`src/rtl/irq_priority_encoder.sv`:
```
// Sequential priority encoder: captures falling edges on active-low request lines into a
// pending set and grants the highest-numbered pending index over a valid/ack handshake.
module irq_priority_encoder #(
  parameter  int unsigned N = 8,
  localparam int unsigned W = $clog2(N)
) (
  input  logic         clk,
  input  logic         rst,
  input  logic [N-1:0] N_REQ,
  input  logic         EN,
  input  logic         ACK,
  output logic [W-1:0] A,
  output logic         VALID,
  output logic         ANY,
  output logic [N-1:0] PENDING,
  output logic         OVF
);

  typedef enum logic {
    IDLE    = 1'b0,
    PRESENT = 1'b1
  } state_t;

  state_t       r_state;
  state_t       w_state_nxt;
  logic [W-1:0] r_a;
  logic [W-1:0] w_a_nxt;
  logic [N-1:0] r_pending;
  logic [N-1:0] w_pending_nxt;
  logic [N-1:0] r_prev_n_req;
  logic         r_ovf;
  logic [N-1:0] w_ev;
  logic [N-1:0] w_clr;
  logic [W-1:0] w_top;
  logic         w_ovf_set;

  // Highest set bit of the pending register wins; later iterations override earlier ones.
  always_comb begin
    w_top = '0;
    for (int unsigned i = 0; i < N; i++) begin
      if (r_pending[i]) begin
        w_top = W'(i);
      end
    end
  end

  always_comb begin
    w_ev  = r_prev_n_req & ~N_REQ & {N{EN}};
    w_clr = '0;
    if ((r_state == PRESENT) && ACK) begin
      w_clr[r_a] = 1'b1;
    end
    // An event on a bit being cleared keeps it set, so it is not lost.
    w_pending_nxt = w_ev | (r_pending & ~w_clr);
    w_ovf_set     = |(w_ev & r_pending & ~w_clr);
  end

  always_comb begin
    w_state_nxt = r_state;
    w_a_nxt     = r_a;
    case (r_state)
      IDLE: begin
        if (|r_pending) begin
          w_a_nxt     = w_top;
          w_state_nxt = PRESENT;
        end
      end
      PRESENT: begin
        if (ACK) begin
          w_state_nxt = IDLE;
        end
      end
      default: w_state_nxt = IDLE;
    endcase
  end

  always_ff @(posedge clk) begin
    if (rst) begin
      r_state      <= IDLE;
      r_a          <= '0;
      r_pending    <= '0;
      r_prev_n_req <= '1;
      r_ovf        <= 1'b0;
    end else begin
      r_state      <= w_state_nxt;
      r_a          <= w_a_nxt;
      r_pending    <= w_pending_nxt;
      r_prev_n_req <= N_REQ;
      r_ovf        <= r_ovf | w_ovf_set;
    end
  end

  assign A       = r_a;
  assign VALID   = (r_state == PRESENT);
  assign PENDING = r_pending;
  assign ANY     = |r_pending;
  assign OVF     = r_ovf;

endmodule

```
`config.mk`:
```
export PLATFORM = sky130hd
export DESIGN_NAME = irq_priority_encoder
export DESIGN_NICKNAME = d
export VERILOG_FILES = /design/src/rtl/irq_priority_encoder.sv
export SDC_FILE = /design/constraint.sdc
export NUM_CORES = 1
export LEC_CHECK = 0
export ABC_AREA = 1
export ABC_CLOCK_PERIOD_IN_PS = 1800
export BUFFER_PORTS_ARGS = -buffer_cell sky130_fd_sc_hd__buf_2
export CORE_ASPECT_RATIO = 1.5
export CORE_MARGIN = 4
export CORE_UTILIZATION = 44
export DETAILED_ROUTE_END_ITERATION = 16
export PLACE_DENSITY = 0.72
export SYNTH_ARGS = -nofsm -noshare
export SYNTH_HDL_FRONTEND = slang
export SYNTH_SLANG_ARGS = --single-unit
```
`constraint.sdc`:
```
create_clock -name clk -period 1.8 [get_ports clk]
set_clock_uncertainty 0.15 [all_clocks]
set_input_delay 0.27 -clock clk [delete_from_list [all_inputs] [get_ports clk]]
set_output_delay 0.27 -clock clk [all_outputs]
set_load 0.01 [all_outputs]
```
## After elaboration in Yosys (flattened, before gate mapping)

Cells that the tools add are included.

- Word-level logic and storage cells: 35
- Output and inout port bits: 14
- Register bits: 21

- Magnitude comparators: 2
- Bitwise gates (word level): 10
- Muxes and demuxes: 13
- Reduce and logical (&&, ||, !) cells: 5

Operators with widths:

| kind | number |
|---|---|
| 8-bit bitwise AND | 5 |
| 8-bit inverter | 2 |
| 8-bit OR reduction | 2 |
| 3-bit two-way mux | 5 |
| 8-bit two-way mux | 1 |
| 8-bit OR | 1 |
| 3-bit by 4-bit less-than comparator with 1-bit output (second input constant) | 1 |
| 1-bit two-way mux | 4 |
| 1-bit demux with 3-bit select | 1 |
| 3-bit by 1-bit >= comparator with 1-bit output (second input constant) | 1 |
| 1-bit logical AND | 2 |
| 2-bit two-way mux | 1 |
| 1-bit one-hot mux with 2 select lines | 1 |
| 2-bit AND reduction | 1 |
| 1-bit inverter | 1 |
| 1-bit OR | 1 |

## Longest topological paths before layout

Gate-level depths: netlist of the first run.

- Word-level depth: 9
- Depth in mapped cells: 7
- Mapped depth without buffers: 7

## Worst setup path before layout of the first run

No wires, ideal clock.

- Kind: register -> register
- From: reg r_state, in the netlist VALID
- To: reg r_ovf, in the netlist OVF
- Slack: 0.527 ns
- Arrival: 0.991 ns
- Library setup time: 0.132 ns
- Clock period less this slack: 1.273 ns
- Required time: 1.518 ns
- Cell stages (with the launch flop): 8
- Path buffers: 0
- Cell sequence: dfxtp_1 > nand2_2 > nor2_2 > nand2_1 > nand2_1 > nand3_1 > nor2_1 > a21oi_1

- Cells in the longest elaborated chain, start to end: 6

Ends and longest elaborated chain:

| what | line | text |
|---|---|---|
| start, declared | 24 | `state_t r_state;` |
| start signal, assigned | 85 | `r_state <= w_state_nxt;` |
| 1-bit logical AND | 50 | `if ((r_state == PRESENT) && ACK) begin` |
| 8-bit two-way mux | 50 |  |
| 8-bit inverter | 55 | `w_ovf_set = \|(w_ev & r_pending & ~w_clr);` |
| 8-bit bitwise AND | 55 |  |
| 8-bit OR reduction | 55 |  |
| 1-bit OR | 89 | `r_ovf <= r_ovf \| w_ovf_set;` |
| end signal, assigned | 89 |  |
| end, declared | 31 | `logic r_ovf;` |

No other way between the ends.
A chain may end at the register's enable or synchronous reset.

## Final worst setup path of the first run

- From: reg r_pending[4], in the netlist PENDING[4]
- To: out ANY

- Cells in the longest elaborated chain, start to end: 1

Ends and longest elaborated chain:

| what | line | text |
|---|---|---|
| start, declared | 28 | `logic [N-1:0] r_pending;` |
| start signal, assigned | 87 | `r_pending <= w_pending_nxt;` |
| 8-bit OR reduction | 96 | `assign ANY = \|r_pending;` |
| end, declared | 14 | `output logic ANY,` |

No other way between the ends.

==> out/qor.log, run 1 <==
[outcome] run status finished clean
[layout] non-filler cells, final 199
[clock_network] clock sink count 21
[setup_path] worst setup path startpoint PENDING[4]$_SDFF_PP0_
[timing] final number of max-transition violations 0
[place] HPWL after DPL 1594 µm
[setup_path] Worst Reg-to-Reg Cells 8
[logic_synthesis] Yosys top cell by area sky130_fd_sc_hd__dfxtp_1
[setup_path] critical path buffer and inverter count 3
[timing] final hold violation count 0
[clock_network] CTS buffer count 3
[layout] commonest cells after routing, fill and taps aside sky130_fd_sc_hd__nand2_1, sky130_fd_sc_hd__buf_2, sky130_fd_sc_hd__inv_1
[logic_synthesis] yosys synthesis warning count 0
[clock_network] clock insertion delay at the later pin of the skew report 0.30 ns
[clock_network] H-tree level count 1
[setup_path] Reg-to-Reg End A[0]$_SDFFE_PP0P_
[setup_path] list of cells traversed by the critical path inv_1, nand4_1, nor2_2, inv_1, buf_2
[logic_synthesis] Synth Register Bits 21
[setup_path] flop2flop setup slack 0.30 ns
[setup_path] Worst setup SP type flop
[setup_path] Worst Path Arrival 1.28 ns
[logic_synthesis] net count after synthesis 154
[clock_network] TritonCTS clock tree built
[setup_path] Critical R2R Launch PENDING[4]$_SDFF_PP0_
[logic_synthesis] cells taking the most area after synthesis sky130_fd_sc_hd__dfxtp_1, sky130_fd_sc_hd__nand2_1, sky130_fd_sc_hd__inv_1, sky130_fd_sc_hd__nor2_1, sky130_fd_sc_hd__a21oi_1
[setup_path] Max stage delay on crit path 0.35 ns
[setup_path] Most common cell on crit path sky130_fd_sc_hd__inv_1
[route] wirelength, routed 2036 µm
[grt] overall global routing resource usage 0.1575
[setup_path] slowest cell on the critical path sky130_fd_sc_hd__dfxtp_1
[layout] Diodes inserted 0
[place] RePlAce Congestion 0.8233
[setup_path] Required @ worst endpoint 1.38 ns
[grt] routing usage on met3 0.02254
[route] count of antenna-violating nets left after detailed routing 0
[layout] number of fillers in the final layout 198
[place] number of buffers added on ports 25
[timing] Final min period 1.697 ns
[logic_synthesis] cell area after synthesis 927.1 µm²
[route] number of design rule violations left after detail routing 0
[timing] fmax 589.4 MHz
[clock_network] maximum number of buffers from clock root to sink 2
[floorplanning] number of standard-cell rows in the floorplan 20
[clock_network] clock input transition at the sequential cells of the worst setup and hold paths 0.11 ns
[timing] slew at the pin with the worst max-slew slack 0.3517 ns
[route] DR vias/cell 4.568
[grt] Remaining Overflow, GRT 0
[setup_path] crit-path leading delay family flip-flops
[clock_network] cell at the root of the clock tree sky130_fd_sc_hd__clkbuf_4
[route] DRT Pass-1 Iters 4
[timing] final critical-path share of the clock period 0.9426
[grt] global-route met2 utilization 0.2605
[floorplanning] Total Die Area 2921 µm²
[flow_run] count of maximum capacitance violations 0
[layout] nets@finish 190
[grt] number of global-route vias before repair 851
[floorplanning] die height 64.22 µm
[grt] pin count of the biggest net entering global routing 12
[logic_synthesis] distinct cell type count after synthesis 14
[layout] area overhead of the layout relative to synthesis 26.99%
[logic_synthesis] Gate Count Post-Synth 142
[power_and_ir_drop] Peak supply drop 0.5358 mV
[floorplanning] Placeable Area 2027 µm²
[setup_path] category of the most critical setup path reg2out
[floorplanning] number of top-level pins 26
[grt] most heavily used metal layer in global routing met2
[logic_synthesis] sequential-to-total area share from yosys stat 0.4534
[grt] GR Layer Usage met1 0.1889
[place] total placed cells including tap cells 186
[power_and_ir_drop] Static Leak 0.5935 nW
[route] vias after detailed routing 909
[floorplanning] die extent in x 45.48 µm
[timing] headroom to the max-slew limit 0.7653
[route] WL/cell 10.23 µm
[grt] antenna violations before repair 0
[min_path] worst hold path class in2reg
[power_and_ir_drop] power per cell area 830.4 nW/µm²
[setup_path] Critical Path Fanout Max 4
[timing] final setup vio count 0
[grt] first-pass GRT wire length 3463 µm
[timing] Worst Hold Margin 0.003612 ns
[layout] most common library cell in the layout ignoring fill and taps sky130_fd_sc_hd__nand2_1
[setup_path] category of the worst setup path capture point primary output
[logic_synthesis] top-area cell type share of the netlist area 0.4534
[layout] proportion of layout cells with a drive suffix above 1 0.1921
[route] violation count after the first detailed-route iteration 17
[setup_path] worst setup path end ANY
[logic_synthesis] Syn Area/Cell 6.529 µm²
[floorplanning] starting utilization of the core area 0.4574
[setup_path] number of stages on the worst setup path 5
worst min path at each step:
stage                                       endpoint     start  slack [ns]  depth (start not counted)
final                     r_prev_n_req[6]$_SDFF_PP1_  N_REQ[6]       0.004                          3
after global routing      r_prev_n_req[6]$_SDFF_PP1_  N_REQ[6]       0.006                          3
after CTS                 r_prev_n_req[3]$_SDFF_PP1_  N_REQ[3]       0.001                          3
after detailed placement  r_prev_n_req[5]$_SDFF_PP1_  N_REQ[5]        0.31                          3
after global placement    r_prev_n_req[6]$_SDFF_PP1_  N_REQ[6]        0.30                          3
after floorplan           r_prev_n_req[0]$_SDFF_PP1_  N_REQ[0]        0.22                          2
metrics by stage:
stage               setup TNS (ns)  power (W)    util  setup WS [ns]  cell area, µm²
floorplan                        0  0.0006720       -         0.5267           927.1
global placement                 0  0.0007361  0.5259         0.4440            1066
detailed placement               0  0.0007410  0.5259         0.4448            1066
CTS                              0  0.0009702  0.5685        0.09844            1152
global route              -0.01003   0.001044  0.5809       -0.01003            1177
finish                           0  0.0009777  0.5809         0.1033            1177
report_power, final:
group          internal, W  switching (W)
Combinational    0.0000927       0.000120
Sequential        0.000503      0.0000343
Clock            0.0000865       0.000141
area by class of cell:
| class | instances | area, µm² | share of cell area |
|---|---|---|---|
| well taps | 22 | 27.53 | 0.02338 |
| flip-flops and latches | 21 | 420.4 | 0.3571 |
| clock buffers | 4 | 26.28 | 0.02232 |
| repair buffers | 34 | 210.2 | 0.1785 |
| inverters | 24 | 90.09 | 0.07651 |
| multi-input cells | 94 | 402.9 | 0.3422 |
registers in the layout (all words and copies together) (netlist names):
| name | flops |
|---|---|
| PENDING | 8 |
| r_prev_n_req | 8 |
| A | 3 |
| OVF | 1 |
| VALID | 1 |
worst register-to-register path, stage by stage, from the launching register on:
cell	delay, ns
sky130_fd_sc_hd__dfxtp_1	0.39
sky130_fd_sc_hd__inv_1	0.09
sky130_fd_sc_hd__nand4_1	0.15
sky130_fd_sc_hd__nor2_2	0.07
sky130_fd_sc_hd__buf_4	0.13
sky130_fd_sc_hd__nor2_1	0.19
sky130_fd_sc_hd__nand2_1	0.08
sky130_fd_sc_hd__nor2_1	0.09
sky130_fd_sc_hd__nor2_1	0.05
cell usage after synthesis (all sizes together):
library cell and count:
buf 2, dfxtp 21, nand4 1, nor2 23
nand3 9, inv 24, o21ai 3, a21oi 12
clkbuf 1, nor3 2, nand2 44
cell families (layout without fill, tap and decap cells):
group | Yosys count | count (layout) | synth area share
AO/OA/AOI/OAI | 15 | 15 | 0.08097
buffers and inverters | 27 | 62 | 0.1120
flip-flops | 21 | 21 | 0.4534
AND/OR/NAND/NOR | 79 | 79 | 0.3536
what timing repair did:
item                                   4_1_cts  5_1_grt
hold buffers                                 6        1
setup endpoints to repair                    0        1
gates resized for setup                      0        0
buffers inserted                             0        2
endpoints found under the hold margin        6        1
per-layer routing:
| layer | wire length [µm] | vias up |
|---|---|---|
| li1 | - | 500 |
| met1 | 881 | 387 |
| met2 | 1020 | 17 |
| met3 | 90 | 5 |
| met4 | 44 | 0 |
| met5 | 0 | - |
(Power assumes the default switching activity.)
==> inputs of run 2 (changes only) <==
--- a/config.mk
+++ b/config.mk
@@ -13,6 +13,7 @@
 export CORE_UTILIZATION = 44
 export DETAILED_ROUTE_END_ITERATION = 16
 export PLACE_DENSITY = 0.72
+export SETUP_SLACK_MARGIN = 0.4
 export SYNTH_ARGS = -nofsm -noshare
 export SYNTH_HDL_FRONTEND = slang
 export SYNTH_SLANG_ARGS = --single-unit
==> run 2 against run 1 <==
Against the previous run: sequential share of layout area shrank 3.5 points; power grew 8.8%; via count grew 5.9%; sequential cell count is the same; critical path type unchanged; fmax grew 6.7%; critical endpoint unchanged; clock power is essentially flat.
==> out/qor.log, run 2 (synthesis gave the netlist of run 1 again) <==
[timing] headroom to the max-slew limit 0.7587 [-0.006618]
[grt] antenna violations before repair 0 [unchanged]
[route] amount of wire on met3 after detailed routing 99 µm [+10%]
[power_and_ir_drop] clock share of power 0.218 [-0.015]
[setup_path] Max stage delay on crit path 0.34 ns [about the same]
[setup_path] Required @ worst endpoint 1.38 ns [about the same]
[floorplanning] Placeable Area 2027 µm² [unchanged]
[layout] most common library cell in the layout ignoring fill and taps sky130_fd_sc_hd__nand2_1
[place] RePlAce Congestion 0.8233 [unchanged]
[layout] proportion of layout cells with a drive suffix above 1 0.3810 [+0.1889]
[clock_network] maximum number of buffers from clock root to sink 2 [unchanged]
[min_path] worst hold path class in2reg
[setup_path] critical path buffer and inverter count 3 [unchanged]
[power_and_ir_drop] Peak supply drop 0.5488 mV [+2.4%]
[place] HPWL after DPL 1594 µm [unchanged]
[setup_path] Worst Reg-to-Reg Cells 9 [+1]
[layout] commonest cells after routing, fill and taps aside sky130_fd_sc_hd__nand2_1, sky130_fd_sc_hd__buf_2, sky130_fd_sc_hd__nor2_1, sky130_fd_sc_hd__inv_1, sky130_fd_sc_hd__dfxtp_1
[floorplanning] starting utilization of the core area 0.4574 [unchanged]
[power_and_ir_drop] total internal power 0.0007394 W [+8.4%]
[setup_path] list of cells traversed by the critical path inv_2, nand4_1, nor2_2, inv_1, buf_2
[min_path] WHS Path Cells 3 [unchanged]
[route] number of design rule violations left after detail routing 0 [unchanged]
[layout] Diodes inserted 0 [unchanged]
[power_and_ir_drop] Static Leak 0.6903 nW [+16%]
[route] WL met2 1142 µm [+12%]
[setup_path] crit-path leading delay family flip-flops
[route] count of antenna-violating nets left after detailed routing 0 [unchanged]
[clock_network] CTS buffer count 3 [unchanged]
[floorplanning] die extent in x 45.48 µm [unchanged]
[grt] overall global routing resource usage 0.1686 [+0.01107]
[setup_path] Critical Path Fanout Max 3 [-1]
[timing] fmax 628.9 MHz [+6.7%]
[floorplanning] number of top-level pins 26 [unchanged]
[layout] nets@finish 202 [+6.3%]
[clock_network] clock sink count 21 [unchanged]
[clock_network] TritonCTS clock tree built
[flow_run] count of maximum capacitance violations 0 [unchanged]
[setup_path] slowest cell on the critical path sky130_fd_sc_hd__dfxtp_2
[clock_network] clock input transition at the sequential cells of the worst setup and hold paths 0.12 ns [about the same]
[route] violation count after the first detailed-route iteration 19 [+2]
[setup_path] number of stages on the worst setup path 5 [unchanged]
[route] WL/cell 10.43 µm [+1.9%]
[clock_network] clock insertion delay at the later pin of the skew report 0.31 ns [about the same]
[layout] area overhead of the layout relative to synthesis 45.48%
[route] routed length on met1 915 µm [+3.9%]
[timing] unrepaired setup endpoints after global routing true
[setup_path] category of the most critical setup path reg2out
[floorplanning] number of standard-cell rows in the floorplan 20 [unchanged]
[route] DR vias/cell 4.564 [about the same]
[timing] final hold violation count 0 [unchanged]
[clock_network] H-tree level count 1 [unchanged]
[timing] Total Negative Setup Slacks 0 ns [unchanged]
[timing] final number of max-transition violations 0 [unchanged]
[power_and_ir_drop] Net Sw Frac 0.3048 [+0.002377]
[outcome] run status finished clean
[power_and_ir_drop] Switching Power 0.0003242 W [+9.6%]
[floorplanning] Total Die Area 2921 µm² [unchanged]
[grt] first-pass GRT wire length 3712 µm [+7.2%]
[timing] slew at the pin with the worst max-slew slack 0.3616 ns [+0.009916 ns]
[power_and_ir_drop] sequential cell fraction of total power 0.510 [-0.039]
[route] Top Layer Used met4
[grt] number of global-route vias before repair 916 [+7.6%]
[place] total placed cells including tap cells 186 [unchanged]
[timing] Final min period 1.590 ns [-0.1066 ns]
[clock_network] cell at the root of the clock tree sky130_fd_sc_hd__clkbuf_4
[setup_path] Worst setup SP type flop
[layout] non-filler cells, final 211 [+6.0%]
[setup_path] category of the worst setup path capture point primary output
[route] vias after detailed routing 963 [+5.9%]
[grt] pin count of the biggest net entering global routing 12 [unchanged]
[floorplanning] die height 64.22 µm [unchanged]
[power_and_ir_drop] power per cell area 788.5 nW/µm² [-5.0%]
[power_and_ir_drop] proportion of power drawn by combinational gates 0.273 [+0.055]
[timing] final setup vio count 0 [unchanged]
[setup_path] Worst Path Arrival 1.17 ns [-0.11 ns]
[route] DRT Pass-1 Iters 4 [unchanged]
[timing] final critical-path share of the clock period 0.8834 [-0.05924]
[route] wirelength, routed 2200 µm [+8.1%]
[place] number of buffers added on ports 25 [unchanged]
[grt] Remaining Overflow, GRT 0 [unchanged]
[run 2: changes by cell type in the layout (fill, tap and decap cells not counted), sizes merged]
cell	before	now
dlymetal6s4s	0	2
buf	27	39
dlygate4sd3	7	5
[run 2: repair_timing]
action,4_1_cts,5_1_grt
cloned,0,0
gates resized for setup,9,27
hold buffers,6,1
pin swaps,2,10
endpoints found under the setup margin,1,5
buffers inserted,10,4
hold endpoints to repair,6,1
[run 2: worst paths after layout]
check / from / endpoint / slack [ns]
worst max-delay path: PENDING[5]$_SDFF_PP0_ / ANY / 0.21
worst min-delay path: N_REQ[6] / r_prev_n_req[6]$_SDFF_PP1_ / 0.008
worst max register to register: PENDING[5]$_SDFF_PP0_ / A[2]$_SDFFE_PP0P_ / 0.33
worst min register to register: r_prev_n_req[4]$_SDFF_PP1_ / PENDING[4]$_SDFF_PP0_ / 0.33
[run 2: cell type report]
class,instances,area (µm²)
fillers,180,678.2
clock buffers,4,26.28
flip-flops and latches,21,434.2
multi-input cells,94,446.7
inverters,24,90.09
repair buffers,46,324.1
well taps,22,27.53
[run 2: worst min-delay path: cells and delay by family]
kind	cells	cell delay, ns
buf+inv	2	0.13
simple gates	1	0.05
[run 2: per-stage QoR]
stage          area [µm²]   power, W    util  hold slack (ns)  worst slack, ns
2_1_floorplan       927.1  0.0006720       -           0.2166           0.5267
3_3_place_gp         1066  0.0007361  0.5259           0.3046           0.4440
3_5_place_dp         1066  0.0007410  0.5259           0.3078           0.4448
4_1_cts              1235   0.001011  0.6093         0.001330           0.1995
5_1_grt              1349   0.001130  0.6654         0.002686           0.1096
6_report             1349   0.001064  0.6654         0.007812           0.2100
[run 2: metal layers]
metal | global-route usage | up-vias
li1 | - | 522
met1 | 0.1927 | 417
met2 | 0.2920 | 19
met3 | 0.02254 | 5
met4 | 0.07692 | 0
met5 | 0 | -
[run 2: power by group through the flow]
stage          sequential [W]  clock, W  combinational [W]
5_1_grt              0.000549  0.000259           0.000322
4_1_cts              0.000537  0.000229           0.000244
3_3_place_gp         0.000546         0           0.000190
3_5_place_dp         0.000548         0           0.000193
6_report             0.000542  0.000231           0.000290
2_1_floorplan        0.000556         0           0.000116
==> inputs of run 3 (changes only) <==
--- a/config.mk
+++ b/config.mk
@@ -5,14 +5,14 @@
 export SDC_FILE = /design/constraint.sdc
 export NUM_CORES = 1
 export LEC_CHECK = 0
-export ABC_AREA = 1
 export ABC_CLOCK_PERIOD_IN_PS = 1800
 export BUFFER_PORTS_ARGS = -buffer_cell sky130_fd_sc_hd__buf_2
+export CAP_MARGIN = 40
 export CORE_ASPECT_RATIO = 1.5
 export CORE_MARGIN = 4
 export CORE_UTILIZATION = 44
 export DETAILED_ROUTE_END_ITERATION = 16
-export PLACE_DENSITY = 0.72
+export PLACE_DENSITY = 0.7
 export SETUP_SLACK_MARGIN = 0.4
 export SYNTH_ARGS = -nofsm -noshare
 export SYNTH_HDL_FRONTEND = slang
==> run 3 against run 2 <==
Against the previous run: synthesized cell count shrank 37%; register-to-register slack gained 0.05 ns; sequential cell count is the same; sequential share of layout area grew 7.2 points; setup slack lost 0.070 ns; fmax shrank 4.2%; critical path type unchanged.
==> out/qor.log, run 3 <==
[min_path] WHS Path Cells 2 [-1]
[setup_path] category of the worst setup path capture point primary output
[clock_network] H-tree level count 1 [unchanged]
[timing] slew at the pin with the worst max-slew slack 0.3447 ns [-0.01689 ns]
[floorplanning] starting utilization of the core area 0.4690 [+0.01161]
[setup_path] Worst Path Arrival 1.24 ns [+0.07 ns]
[floorplanning] number of top-level pins 26 [unchanged]
[power_and_ir_drop] Static Leak 0.4561 nW [-34%]
[flow_run] count of maximum capacitance violations 0 [unchanged]
[setup_path] Critical Path Fanout Max 5 [+2]
[setup_path] Critical R2R Launch A[1]$_SDFFE_PP0P_
[clock_network] cell at the root of the clock tree sky130_fd_sc_hd__clkbuf_4
[layout] commonest cells after routing, fill and taps aside sky130_fd_sc_hd__buf_2, sky130_fd_sc_hd__dfxtp_1, sky130_fd_sc_hd__a21oi_1
[timing] fmax 602.2 MHz [-4.2%]
[logic_synthesis] number of enable-type register cells in the synthesized netlist 0 [unchanged]
[logic_synthesis] top-area cell type share of the netlist area 0.4773 [+0.02383]
[layout] Diodes inserted 0 [unchanged]
[layout] final design instance area without fill 1122 µm² [-17%]
[layout] nets@finish 135 [-33%]
[grt] pin count of the biggest net entering global routing 22 [+10]
[logic_synthesis] Syn Area/Cell 9.787 µm² [+50%]
[floorplanning] die height 62.80 µm [-2.2%]
[place] number of buffers added on ports 25 [unchanged]
[logic_synthesis] Gate Count Post-Synth 90 [-37%]
[power_and_ir_drop] Total Power 0.0009850 W [-7.4%]
[clock_network] clock insertion delay at the later pin of the skew report 0.30 ns [about the same]
[logic_synthesis] cells taking the most area after synthesis sky130_fd_sc_hd__dfxtp_1, sky130_fd_sc_hd__or2_2, sky130_fd_sc_hd__nand3b_1, sky130_fd_sc_hd__a21oi_1, sky130_fd_sc_hd__nor4_4
[clock_network] maximum number of buffers from clock root to sink 2 [unchanged]
[route] number of design rule violations left after detail routing 0 [unchanged]
[power_and_ir_drop] power per cell area 877.6 nW/µm² [+11%]
[timing] Final min period 1.660 ns [+0.07042 ns]
[min_path] worst hold path class in2reg
[clock_network] TritonCTS clock tree built
[floorplanning] Total Die Area 2796 µm² [-4.3%]
[logic_synthesis] yosys synthesis warning count 0 [unchanged]
[logic_synthesis] primary flip-flop cell chosen by synthesis mapping sky130_fd_sc_hd__dfxtp_1
[setup_path] Required @ worst endpoint 1.38 ns [about the same]
[grt] overall global routing resource usage 0.1557 [-0.01288]
[timing] minimum setup slack in the final design 0.1395 ns [-0.07042 ns]
[route] DRT Pass-1 Iters 3 [-1]
[layout] most common library cell in the layout ignoring fill and taps sky130_fd_sc_hd__buf_2
[min_path] critical hold path startpoint N_REQ[4]
[logic_synthesis] sequential-to-total area share from yosys stat 0.4773 [+0.02383]
[timing] final number of max-transition violations 0 [unchanged]
[power_and_ir_drop] Peak supply drop 0.5974 mV [+8.9%]
[timing] final hold violation count 0 [unchanged]
[setup_path] crit-path leading delay family simple AND/OR/NAND/NOR gates
[logic_synthesis] distinct cell type count after synthesis 26 [+12]
[setup_path] critical path buffer and inverter count 1 [-2]
[logic_synthesis] cell area after synthesis 880.8 µm² [-5.0%]
[logic_synthesis] asr flop ratio synth 0 [unchanged]
[clock_network] clock sink count 21 [unchanged]
[timing] final critical-path share of the clock period 0.9225 [+0.03912]
[grt] number of global-route vias before repair 796 [-13%]
[logic_synthesis] commonest cells in the netlist sky130_fd_sc_hd__dfxtp_1, sky130_fd_sc_hd__a21oi_1, sky130_fd_sc_hd__or2_2
[grt] antenna violations before repair 0 [unchanged]
[layout] non-filler cells, final 143 [-32%]
[timing] final setup vio count 0 [unchanged]
[grt] first-pass GRT wire length 3408 µm [-8.2%]
[setup_path] worst setup path startpoint PENDING[2]$_SDFF_PP0_
[logic_synthesis] Yosys top cell by area sky130_fd_sc_hd__dfxtp_1
[floorplanning] Placeable Area 1878 µm² [-7.3%]
[setup_path] list of cells traversed by the critical path nor4_4, nand2_1, buf_2
[place] RePlAce Congestion 0.7801 [-5.2%]
[setup_path] number of stages on the worst setup path 3 [-2]
[timing] Total Negative Setup Slacks 0 ns [unchanged]
[setup_path] category of the most critical setup path reg2out
[route] violation count after the first detailed-route iteration 14 [-5]
[place] pre-CTS WS 0.3422 ns [-0.1026 ns]
[setup_path] Worst setup SP type flop
[route] vias after detailed routing 786 [-18%]
[timing] headroom to the max-slew limit 0.7702 [+0.01152]
[route] DR vias/cell 5.497 [+20%]
[logic_synthesis] net count after synthesis 102 [-34%]
[logic_synthesis] most instantiated library cell after synthesis sky130_fd_sc_hd__dfxtp_1
[clock_network] CTS buffer count 3 [unchanged]
[setup_path] flop2flop setup slack 0.38 ns [+0.05 ns]
[route] WL/cell 13.41 µm [+29%]
[route] count of antenna-violating nets left after detailed routing 0 [unchanged]
[place] cell area reported after detailed placement 1022 µm² [-4.1%]
[setup_path] slowest cell on the critical path sky130_fd_sc_hd__dfxtp_4
[setup_path] Max stage delay on crit path 0.38 ns [+0.04 ns]
[place] HPWL after DPL 1423 µm [-11%]
[layout] proportion of layout cells with a drive suffix above 1 0.4918 [+0.1109]
[place] total placed cells including tap cells 133 [-28%]
[setup_path] Worst Reg-to-Reg Cells 4 [-5]
[outcome] run status finished clean
[layout] area overhead of the layout relative to synthesis 27.42%
[clock_network] clock input transition at the sequential cells of the worst setup and hold paths 0.11 ns [about the same]
[grt] Remaining Overflow, GRT 0 [unchanged]
[timing] unrepaired setup endpoints after global routing true
[layout] number of fillers in the final layout 168 [-6.7%]
[floorplanning] die extent in x 44.53 µm [-2.1%]
[logic_synthesis] Synth Register Bits 21 [unchanged]
[route] wirelength, routed 1918 µm [-13%]
[floorplanning] number of standard-cell rows in the floorplan 19 [-5.0%]
run 3: report_power, final:
| part | switching [W] | total, W | internal [W] |
|---|---|---|---|
| registers | 0.0000472 | 0.000554 | 0.000507 |
| clock network | 0.000140 | 0.000227 | 0.0000864 |
| logic | 0.0000978 | 0.000204 | 0.000106 |
run 3: final timing paths:
check | to
setup / recovery | ANY
hold / removal | r_prev_n_req[4]$_SDFF_PP1_
setup reg to reg | OVF$_SDFF_PP0_
hold reg to reg | PENDING[5]$_SDFF_PP0_
run 3: through the flow:
stage	hold slack (ns)	utilization
after floorplan	0.2072	-
after global placement	0.3162	0.5443
after detailed placement	0.3193	0.5443
after CTS	0.0006122	0.5836
after global routing	-0.0002740	0.5976
final	0.005158	0.5976
run 3: repair_timing:
action                                  4_1_cts  5_1_grt
endpoints found under the hold margin         1        0
endpoints found under the setup margin        5        7
pin swaps                                     5        3
hold buffers                                  1        0
setup buffers                                 3        2
resized for setup                            10        4
cloned                                        0        0
run 3: cell families (layout without fill, tap and decap cells):
kind of cell,after synthesis,after routing,share of synthesized area
and+or+nand+nor,34,34,0.2642
buffers and inverters,5,37,0.02131
DFF,21,21,0.4773
AOI/OAI and AO/OA,30,30,0.2372
run 3: worst reg2reg max path, stage by stage (launching register included):
cell                       delay, ns
sky130_fd_sc_hd__dfxtp_2        0.34
sky130_fd_sc_hd__nand3b_1       0.23
sky130_fd_sc_hd__o31ai_2        0.26
sky130_fd_sc_hd__o221a_2        0.25
sky130_fd_sc_hd__a41oi_2        0.08
run 3: layout make-up:
type,count,area (µm²),share of cell area
clock buffers,4,26.28,0.02341
repair buffers,31,178.9,0.1594
well taps,21,26.28,0.02341
inverters,2,7.507,0.006689
multi-input cells,64,441.7,0.3935
flip-flops and latches,21,441.7,0.3935
run 3: metal layers:
| layer | vias up | share of wire | GRT usage |
|---|---|---|---|
| met5 | - | 0 | 0 |
| met4 | 0 | 0.020 | 0.08302 |
| met3 | 5 | 0.052 | 0.01729 |
| met2 | 20 | 0.50 | 0.2590 |
| met1 | 367 | 0.42 | 0.1855 |
| li1 | 394 | - | - |
